===== src/rtl/thiele_colouring_verifier.sv =====
// Sequential 3-colouring certificate checker.
// Captures an adjacency matrix and a packed 2-bit colouring, audits every node
// (colour code, self-loop), then every unordered pair u<v, one check per cycle.
// Reports pass/fail, the first offending pair and a verification mu-ledger.
module thiele_colouring_verifier #(
   parameter int unsigned NODES               = 9,
   parameter int unsigned MU_PRECISION        = 16,
   parameter logic [31:0] CHECK_QUESTION_BITS = 32'd1
) (
   input  logic                     clk,
   input  logic                     reset_n,
   input  logic                     start,
   input  logic [NODES*NODES-1:0]   adjacency,
   input  logic [2*NODES-1:0]       colouring,
   output logic                     busy,
   output logic                     done,
   output logic                     valid,
   output logic [1:0]               error_code,
   output logic [7:0]               bad_u,
   output logic [7:0]               bad_v,
   output logic                     asymmetric_seen,
   output logic [15:0]              edges_checked,
   output logic [31:0]              mu_question_bits,
   output logic [31:0]              mu_total_q16
);

   localparam int unsigned AW     = (NODES * NODES > 1) ? $clog2(NODES * NODES) : 1;
   localparam int unsigned CW     = $clog2(2 * NODES);
   localparam logic [7:0]  LAST_N = 8'(NODES - 1);
   localparam logic [7:0]  LAST_U = 8'(NODES - 2);

   localparam logic [1:0] ERR_OK         = 2'd0;
   localparam logic [1:0] ERR_BAD_COLOUR = 2'd1;
   localparam logic [1:0] ERR_CONFLICT   = 2'd2;
   localparam logic [1:0] ERR_SELF_LOOP  = 2'd3;

   typedef enum logic [1:0] {
      IDLE,
      SCAN_NODES,
      SCAN_PAIRS,
      FINISHED
   } state_t;

   state_t                 state;
   state_t                 state_next;

   logic [NODES*NODES-1:0] adj_q;
   logic [2*NODES-1:0]     col_q;
   logic [7:0]             idx_u;
   logic [7:0]             idx_v;

   logic [AW-1:0]          diag_idx;
   logic [AW-1:0]          uv_idx;
   logic [AW-1:0]          vu_idx;
   logic [CW-1:0]          cu_idx;
   logic [CW-1:0]          cv_idx;
   logic [1:0]             col_u;
   logic [1:0]             col_v;
   logic                   bad_colour;
   logic                   self_loop;
   logic                   bit_uv;
   logic                   bit_vu;
   logic                   edge_present;
   logic                   colour_clash;
   logic                   last_node;
   logic                   last_pair;
   logic [31:0]            mu_next;

   // Look up the captured matrix/colouring for the current node or pair.
   always_comb begin
      diag_idx     = AW'(idx_u * NODES + idx_u);
      uv_idx       = AW'(idx_u * NODES + idx_v);
      vu_idx       = AW'(idx_v * NODES + idx_u);
      cu_idx       = CW'(2 * idx_u);
      cv_idx       = CW'(2 * idx_v);
      col_u        = col_q[cu_idx +: 2];
      col_v        = col_q[cv_idx +: 2];
      bad_colour   = (col_u == 2'd3);
      self_loop    = adj_q[diag_idx];
      bit_uv       = adj_q[uv_idx];
      bit_vu       = adj_q[vu_idx];
      edge_present = bit_uv | bit_vu;
      colour_clash = (col_u == col_v);
      last_node    = (idx_u == LAST_N);
      last_pair    = (idx_u == LAST_U) && (idx_v == LAST_N);
      mu_next      = mu_question_bits + CHECK_QUESTION_BITS;
   end

   // State register.
   always_ff @(posedge clk or negedge reset_n) begin
      if (!reset_n) begin
         state <= IDLE;
      end else begin
         state <= state_next;
      end
   end

   // Next-state selection: scan nodes, then pairs, abort to FINISHED on the first error.
   always_comb begin
      state_next = state;
      case (state)
         IDLE: begin
            if (start) state_next = SCAN_NODES;
         end
         SCAN_NODES: begin
            if (bad_colour || self_loop) state_next = FINISHED;
            else if (last_node)          state_next = SCAN_PAIRS;
         end
         SCAN_PAIRS: begin
            if ((edge_present && colour_clash) || last_pair) state_next = FINISHED;
         end
         FINISHED: begin
            if (!start) state_next = IDLE;
         end
         default: state_next = IDLE;
      endcase
   end

   // Capture, index walk, ledger accumulation and result registers.
   always_ff @(posedge clk or negedge reset_n) begin
      if (!reset_n) begin
         adj_q            <= '0;
         col_q            <= '0;
         idx_u            <= '0;
         idx_v            <= '0;
         busy             <= 1'b0;
         done             <= 1'b0;
         valid            <= 1'b0;
         error_code       <= ERR_OK;
         bad_u            <= '0;
         bad_v            <= '0;
         asymmetric_seen  <= 1'b0;
         edges_checked    <= '0;
         mu_question_bits <= '0;
         mu_total_q16     <= '0;
      end else begin
         case (state)
            IDLE: begin
               if (start) begin
                  adj_q            <= adjacency;
                  col_q            <= colouring;
                  idx_u            <= '0;
                  idx_v            <= '0;
                  busy             <= 1'b1;
                  done             <= 1'b0;
                  error_code       <= ERR_OK;
                  bad_u            <= '0;
                  bad_v            <= '0;
                  asymmetric_seen  <= 1'b0;
                  edges_checked    <= '0;
                  mu_question_bits <= '0;
                  mu_total_q16     <= '0;
               end
            end
            SCAN_NODES: begin
               if (bad_colour) begin
                  error_code <= ERR_BAD_COLOUR;
                  bad_u      <= idx_u;
                  bad_v      <= idx_u;
                  valid      <= 1'b0;
                  busy       <= 1'b0;
                  done       <= 1'b1;
               end else if (self_loop) begin
                  error_code <= ERR_SELF_LOOP;
                  bad_u      <= idx_u;
                  bad_v      <= idx_u;
                  valid      <= 1'b0;
                  busy       <= 1'b0;
                  done       <= 1'b1;
               end else if (last_node) begin
                  idx_u <= '0;
                  idx_v <= 8'd1;
               end else begin
                  idx_u <= idx_u + 8'd1;
               end
            end
            SCAN_PAIRS: begin
               if (bit_uv ^ bit_vu) asymmetric_seen <= 1'b1;
               if (edge_present) begin
                  if (edges_checked != 16'hFFFF) edges_checked <= edges_checked + 16'd1;
                  mu_question_bits <= mu_next;
                  mu_total_q16     <= mu_next << MU_PRECISION;
               end
               if (edge_present && colour_clash) begin
                  error_code <= ERR_CONFLICT;
                  bad_u      <= idx_u;
                  bad_v      <= idx_v;
                  valid      <= 1'b0;
                  busy       <= 1'b0;
                  done       <= 1'b1;
               end else if (last_pair) begin
                  error_code <= ERR_OK;
                  valid      <= 1'b1;
                  busy       <= 1'b0;
                  done       <= 1'b1;
               end else if (idx_v == LAST_N) begin
                  idx_u <= idx_u + 8'd1;
                  idx_v <= idx_u + 8'd2;
               end else begin
                  idx_v <= idx_v + 8'd1;
               end
            end
            FINISHED: begin
               if (!start) done <= 1'b0;
            end
            default: begin
               busy <= 1'b0;
               done <= 1'b0;
            end
         endcase
      end
   end

endmodule

===== config.mk =====
export PLATFORM = sky130hd
export DESIGN_NAME = thiele_colouring_verifier
export DESIGN_NICKNAME = d
export VERILOG_FILES = /design/src/rtl/thiele_colouring_verifier.sv
export SDC_FILE = /design/constraint.sdc
export NUM_CORES = 1
export LEC_CHECK = 0
export ABC_AREA = 1
export CAP_MARGIN = 10
export CORE_ASPECT_RATIO = 1.25
export CORE_MARGIN = 4
export CORE_UTILIZATION = 43
export CTS_CLUSTER_SIZE = 8
export DETAILED_ROUTE_END_ITERATION = 16
export GPL_ROUTABILITY_DRIVEN = 0
export HOLD_SLACK_MARGIN = 0.08
export PLACE_DENSITY = 0.67
export SLEW_MARGIN = 20
export SYNTH_ARGS = -nofsm -noshare
export SYNTH_HDL_FRONTEND = slang
export SYNTH_SLANG_ARGS = --single-unit

===== constraint.sdc =====
create_clock -name clk -period 8.1 [get_ports clk]
set_clock_uncertainty 0.05 [all_clocks]
set_input_delay 1.215 -clock clk [delete_from_list [all_inputs] [get_ports clk]]
set_output_delay 1.215 -clock clk [all_outputs]
set_load 0.05 [all_outputs]

==> metrics.txt, run 1 <==
status finished, final reports clean; synth top area cells dfrtp_1 41%, nand2_1 17%, inv_1 4.8%; port buffer count 187; Vias/cell 5.25; Final Max Slew Viols 0; Yosys reg bits 187; Die Y 191 um; GR Overflow Total 0; Power Total around 4.6 mW; Final Cycle Share 62.9%; Synth area leader dfrtp_1; Seq/Total Area, Yosys about two fifths; Worst-path clk slew ~0.080 ns; CTS tree yes; most instantiated library cell after synthesis nand2_1; WS Path Type flop to flop; Layout fillers around 2.5k; critical path capture point type flop; cells along the critical path buf_4 > inv_2 > ha_1 > inv_1 > ha_1 > inv_1 > xor2_1 > o21ai_0 > a31oi_1 > o21ai_0 > nand3_1 > nand3_1 > nand2_1 > inv_1 > ha_1 > inv_1 > nand2_1 > nand2_4 > nand2_1 > nor2_1 > nand2_1 > nor3_1 > nand2_1 > a211oi_1; final setup TNS 0 ns; Tot GR Track Use ~22%; deepest clock path buffer count 2; largest net degree at the start of global routing 117; Critical Path Source Type flop; unrepaired setup endpoints after global routing false; vias post-DR between 10k and 15k; core area 26,300 um2; RR Startpoint idx_u[0]; synth unique cells 56; Post-Synthesis Cells between 1.5k and 2k; critical-path cell with the highest stage delay xor2_1; Setup Fix Bufs, Post-CTS 0; PwrDens 330 nW/um2; CP arrival about 5.4 ns; Top FF cell, synth dfrtp_1; initial core utilization between 40% and 50%; die area around 30,000 um2; vias in the first global route 10.5k; CTS H-tree depth 4; f_max 196 MHz; Async SR Flop Fraction 100%; Final min period approximately 5 ns; WL final 32,700 um; clk_lat worst skew between 0.4 and 0.5 ns; top cells by count, synth 523 x nand2_1, 187 x dfrtp_1, 149 x inv_1, 106 x o21ai_0, 103 x nand3_1; pre-CTS setup slack 3.05 ns; Yosys top cell area share 40.5%; die width roughly 150 um; Detailed Route Iter0 Violations around 760; internal reg-to-reg setup slack 3.00 ns; Worst Hold Endpoint adj_q[11]; ANT nets after route 0; Post-synth EDFFs 0; YS warnings 0; maximum vdd drop approximately 0.0002 V; TritonRoute pass-1 iters 6; Hold Path Depth 2; RR Endpoint edges_checked[14]; Core Util, Final 53.2%; Num CTS Buffers 17; CTS root buf clkbuf_16; post-synthesis average cell area 7.33 um2; initial antenna violation count 2; Worst Path Required 8.39 ns; mapped cell area 11,500 um2; Hold WC Path Type flop to flop; Worst Setup Slack, final 3.00 ns; num ports 204; Area Overhead vs Synth 20.9%; crit path max fanout 46; FP Rows between 60 and 70; post-cts sizing count 0; CP peak stage delay 0.51 ns; leakage approximately 6.6 nW; # DRC 0; share of layout cells above drive strength 1 5.30%; Sink Count 187; relative max-transition margin 35.4%; R2R cell count 24; Max Cap Viol 0; most used cell, CP nand2_1; per-cell routed wire length 15.9 um; Final Hold Fails 0; hold_buf cts 0; Hold Startpoint adj_q[11]; Slew @ Worst Pin ~0.97 ns; Final nets between 1.5k and 2k; HPWL after DPL 23,900 um; first-pass GRT wire length 53,300 um; final setup fails 0
-- state kept, by name (all words and copies together) (netlist names) --
| signal | cells |
|---|---|
| adj_q | 81 |
| mu_question_bits | 32 |
| col_q | 18 |
| edges_checked | 16 |
| bad_u | 8 |
| bad_v | 8 |
| idx_u | 8 |
| idx_v | 8 |
| error_code | 2 |
| state | 2 |
| asymmetric_seen | 1 |
| busy | 1 |
| done | 1 |
| valid | 1 |
-- power breakdown --
group	internal (mW)	switching [mW]	total (mW)
registers	1.21	0.194	1.41
logic	0.736	1.64	2.38
clock network	0.425	0.405	0.830
total	2.37	2.24	4.61
-- cells in the final DEF (no fill, tap or decap), drive strengths merged, types with 3 or more instances in the layout --
cell	netlist	layout
o22ai	9	9
o211ai	15	15
clkbuf	41	20
a21oi	86	86
nand3	109	109
clkinv	1	4
fa	6	6
nand4	23	23
nor4	5	5
a21o	4	4
a31oi	8	8
clkdlybuf4s50	0	186
ha	34	34
o21ai	140	140
nor3	28	28
or2	4	4
a22oi	3	3
xnor2	10	10
dfrtp	187	187
conb	1	16
xor2	13	13
nand2	533	533
nor2	85	85
inv	157	166
buf	57	6
-- per-stage QoR --
step           hold WS (ns)  area (um2)  cells
2_1_floorplan         0.394       11600   1591
3_3_place_gp          0.416       13400   2026
3_5_place_dp          0.417       13400   2026
4_1_cts               0.438       14000   2058
5_1_grt               0.459       14000   2060
6_report              0.432       14000   2060
-- how the worst max path moves through the flow --
stage          startpoint                    to  slack [ns]  cells past startpoint
2_1_floorplan    idx_u[1]  mu_question_bits[28]        4.03                     27
3_3_place_gp     idx_v[0]  mu_question_bits[28]        3.18                     25
3_5_place_dp     idx_v[0]     edges_checked[14]        3.05                     23
4_1_cts          idx_v[0]     edges_checked[14]        3.05                     23
5_1_grt          idx_v[0]     edges_checked[14]        2.48                     24
6_report         idx_u[0]     edges_checked[14]        3.00                     24
-- final cells by class --
cell class | count | area, um2 | area share (%)
multi-input cells | 1148 | 5770 | 41.3
flip-flops and latches | 187 | 4680 | 33.5
repair buffers | 193 | 1920 | 13.8
inverters | 158 | 594 | 4.26
clock buffers | 19 | 453 | 3.24
well taps | 340 | 425 | 3.05
clock inverters | 13 | 119 | 0.851
diodes | 2 | 5.00 | 0.0358
-- critical path: cells and delay by family, from the launching register on --
family / cells / cell delay (ns)
AOI/OAI and AO/OA: 4 / 0.67
xor gates and xnor gates: 1 / 0.51
adders and majority gates: 3 / 0.94
buffers and inverters: 6 / 1.20
DFF: 1 / 0.35
and+or+nand+nor: 10 / 1.28
-- layer usage --
metal  wire length, um  vias up  global-route usage (%)
met5                 0        -                       0
met4              1170        0                    8.32
met3              1590       78                    3.06
met2             16400      391                    38.5
met1             13500     5015                    28.2
li1                  -     5331                       -
-- cells by family (layout without fill, tap and decap cells) --
kind of cell / count (synthesis) / count (layout) / synth area share, %
compound gates: 280 / 280 / 13.6
xor+xnor: 23 / 23 / 1.74
fa+ha+maj: 40 / 40 / 4.72
buf+inv: 256 / 383 / 10.0
flops: 187 / 187 / 40.5
other cells: 1 / 18 / 0.0325
simple gates: 789 / 789 / 29.3
Power figures use the tool's default switching activity.
==> run 2, diff against run 1 <==
==> constraint.sdc (replaced) <==
create_clock -name clk -period 4.8 [get_ports clk]
set_clock_uncertainty 0.05 [all_clocks]
set_input_delay 0.72 -clock clk [delete_from_list [all_inputs] [get_ports clk]]
set_output_delay 0.72 -clock clk [all_outputs]
set_load 0.05 [all_outputs]
==> run 2 against run 1 <==
Routed wire length grew 1.8%. Maximum frequency grew 15%. Cell count grew 0.78%. Global-route usage grew 0.30 points. Worst hold slack lost 0.084 ns. Largest cell class unchanged. Critical path depth is the same. Sequential power grew 69%. Flip-flop and latch count is the same. Clock power grew 69%. Clock-buffer cell count shrank 2. Utilization grew 0.61 points.
==> metrics.txt, run 2 (synthesized netlist as in run 1, its figures left out) <==
port buffer count 187; Worst Path Required 5.08 ns; initial antenna violation count 3; die width 155 um; ANT nets after route 0; Num CTS Buffers 17; Area Overhead vs Synth 22.3%; Detailed Route Iter0 Violations 774; vias post-DR 11.0k; first-pass GRT wire length 54,200 um; CTS tree yes; critical-path cell with the highest stage delay dfrtp_1; vias in the first global route 10.7k; die area 29,600 um2; delay-heaviest family, CP simple AND/OR/NAND/NOR gates; Core Util, Final between 50% and 60%; Vias/cell 5.28; unrepaired setup endpoints after global routing false; crit path max fanout 11; RR Endpoint mu_question_bits[28]; TritonRoute pass-1 iters 5; CP arrival 4.71 ns; Final Cycle Share 92.2%; critical path capture point type flop; CP Buf/Inv Count 3; RR Startpoint idx_v[1]; max reg flops 81; cells along the critical path ha_1 > ha_1 > inv_1 > fa_1 > xnor2_2 > nor2_1 > inv_1 > o21ai_0 > o21ai_0 > nand2_1 > nor3_1 > a21oi_1 > ha_1 > inv_1 > nand2_1 > nand2_4 > nand3_2 > nor2_4 > nand2_2 > nor2_4 > nand4_2 > o21ai_1 > nand2_1 > o21a_1; num ports ~200; commonest non-fill, non-tap cell in the layout nand2_1; Slew @ Worst Pin between 0.8 and 0.9 ns; Power Total 7.83 mW; deepest clock path buffer count 2; Final nets 1,862; f_max 226 MHz; Final min period 4.43 ns; internal reg-to-reg setup slack 0.37 ns; HPWL after DPL 24,400 um; final setup fails 0; Max Cap Viol 0; leakage 6.65 nW; Multi-input gate area 5780 um2; register area 4680 um2; DP Area 13,500 um2; clk_lat worst skew 0.44 ns; CTS root buf clkbuf_16; R2R cell count 24; Layout fillers 2,588; Critical Path Source Type flop; Sink Count 187; commonest cells after routing, fill and taps aside 523 x nand2_1, 187 x dfrtp_1, 186 x clkdlybuf4s50_1; status finished, final reports clean; core area between 20,000 and 30,000 um2; CTS H-tree depth 4; Worst-path clk slew 0.08 ns; relative max-transition margin 40.7%; placed cell count 2,041; per-cell routed wire length 16.0 um; GR Overflow Total 0; Final Max Slew Viols 0; Non-Filler Instances 2,076; maximum vdd drop 0.000346 V; initial core utilization 44.0%; Largest regs adj_q (81), mu_question_bits (32), col_q (18); share of layout cells above drive strength 1 6.23%; PwrDens approximately 550 nW/um2; Tot GR Track Use 22.5%; Hold WC Path Type input pin to async pin; Final Hold Fails 0; Most flops, register adj_q; final instance area approximately 14,000 um2; WS Path Type flop to flop; CP peak stage delay 0.53 ns; largest net degree at the start of global routing 124; WL final between 30,000 and 40,000 um; # DRC 0; Die Y 191 um; final setup TNS 0 ns; FP Rows 66
-- run 2: cell types whose count changed in the layout (fill, tap and decap cells not counted), sizes merged --
cell    delta
clkinv     +4
inv        -2
diode      +1
buf       +15
clkbuf     -2
-- run 2: worst register-to-register path, cell delays in order (launching register included) --
cell,delay (ns)
dfrtp_1,0.53
ha_1,0.38
ha_1,0.17
inv_1,0.05
fa_1,0.41
xnor2_2,0.34
nor2_1,0.18
inv_1,0.11
o21ai_0,0.09
o21ai_0,0.19
nand2_1,0.08
nor3_1,0.15
a21oi_1,0.07
ha_1,0.18
inv_1,0.12
nand2_1,0.10
nand2_4,0.14
nand3_2,0.13
nor2_4,0.15
nand2_2,0.10
nor2_4,0.15
nand4_2,0.12
o21ai_1,0.18
nand2_1,0.07
o21a_1,0.10
-- run 2: power breakdown --
part	switching, mW	leakage [nW]	internal [mW]	total (mW)
combinational	2.77	3.93	1.28	4.05
sequential	0.337	2.44	2.05	2.38
clock	0.705	0.283	0.695	1.40
-- run 2: area by class of cell --
class | count | share of cell area, %
antenna | 3 | 0.0531
clock buffer | 17 | 3.01
clock inverter | 15 | 1.06
inverter | 158 | 4.21
multi-input combinational | 1148 | 41.0
sequential | 187 | 33.1
tap | 340 | 3.01
timing repair buffer | 208 | 14.6
-- run 2: worst max-delay path by stage --
stage	start	depth (start not counted)	slack, ns	to
4_1_cts	idx_v[1]	25	0.30	mu_question_bits[28]
6_report	idx_v[1]	24	0.37	mu_question_bits[28]
5_1_grt	idx_v[1]	24	0.03	mu_question_bits[28]
3_3_place_gp	idx_v[1]	25	0.39	mu_question_bits[28]
2_1_floorplan	idx_u[1]	27	0.73	mu_question_bits[28]
3_5_place_dp	idx_v[1]	25	0.31	mu_question_bits[28]
-- run 2: what timing repair did --
item | 4_1_cts | 5_1_grt
hold buffers | 0 | 0
buffers inserted | 0 | 0
endpoints found under the setup margin | 0 | 23
resized for setup | 0 | 3
-- run 2: stage by stage --
stage,hold WS (ns),setup slack (ns)
after floorplan,0.374,0.728
after global placement,0.416,0.392
after detailed placement,0.420,0.312
after CTS,0.388,0.296
after global routing,0.411,0.0333
final,0.348,0.372
-- run 2: per-layer routing --
metal | vias up | wire (um) | track usage (%)
met3 | 65 | 1820 | 3.58
li1 | 5346 | - | -
met4 | 0 | 1050 | 8.66
met5 | - | 0 | 0
met1 | 5156 | 13600 | 28.1
met2 | 384 | 16800 | 39.1
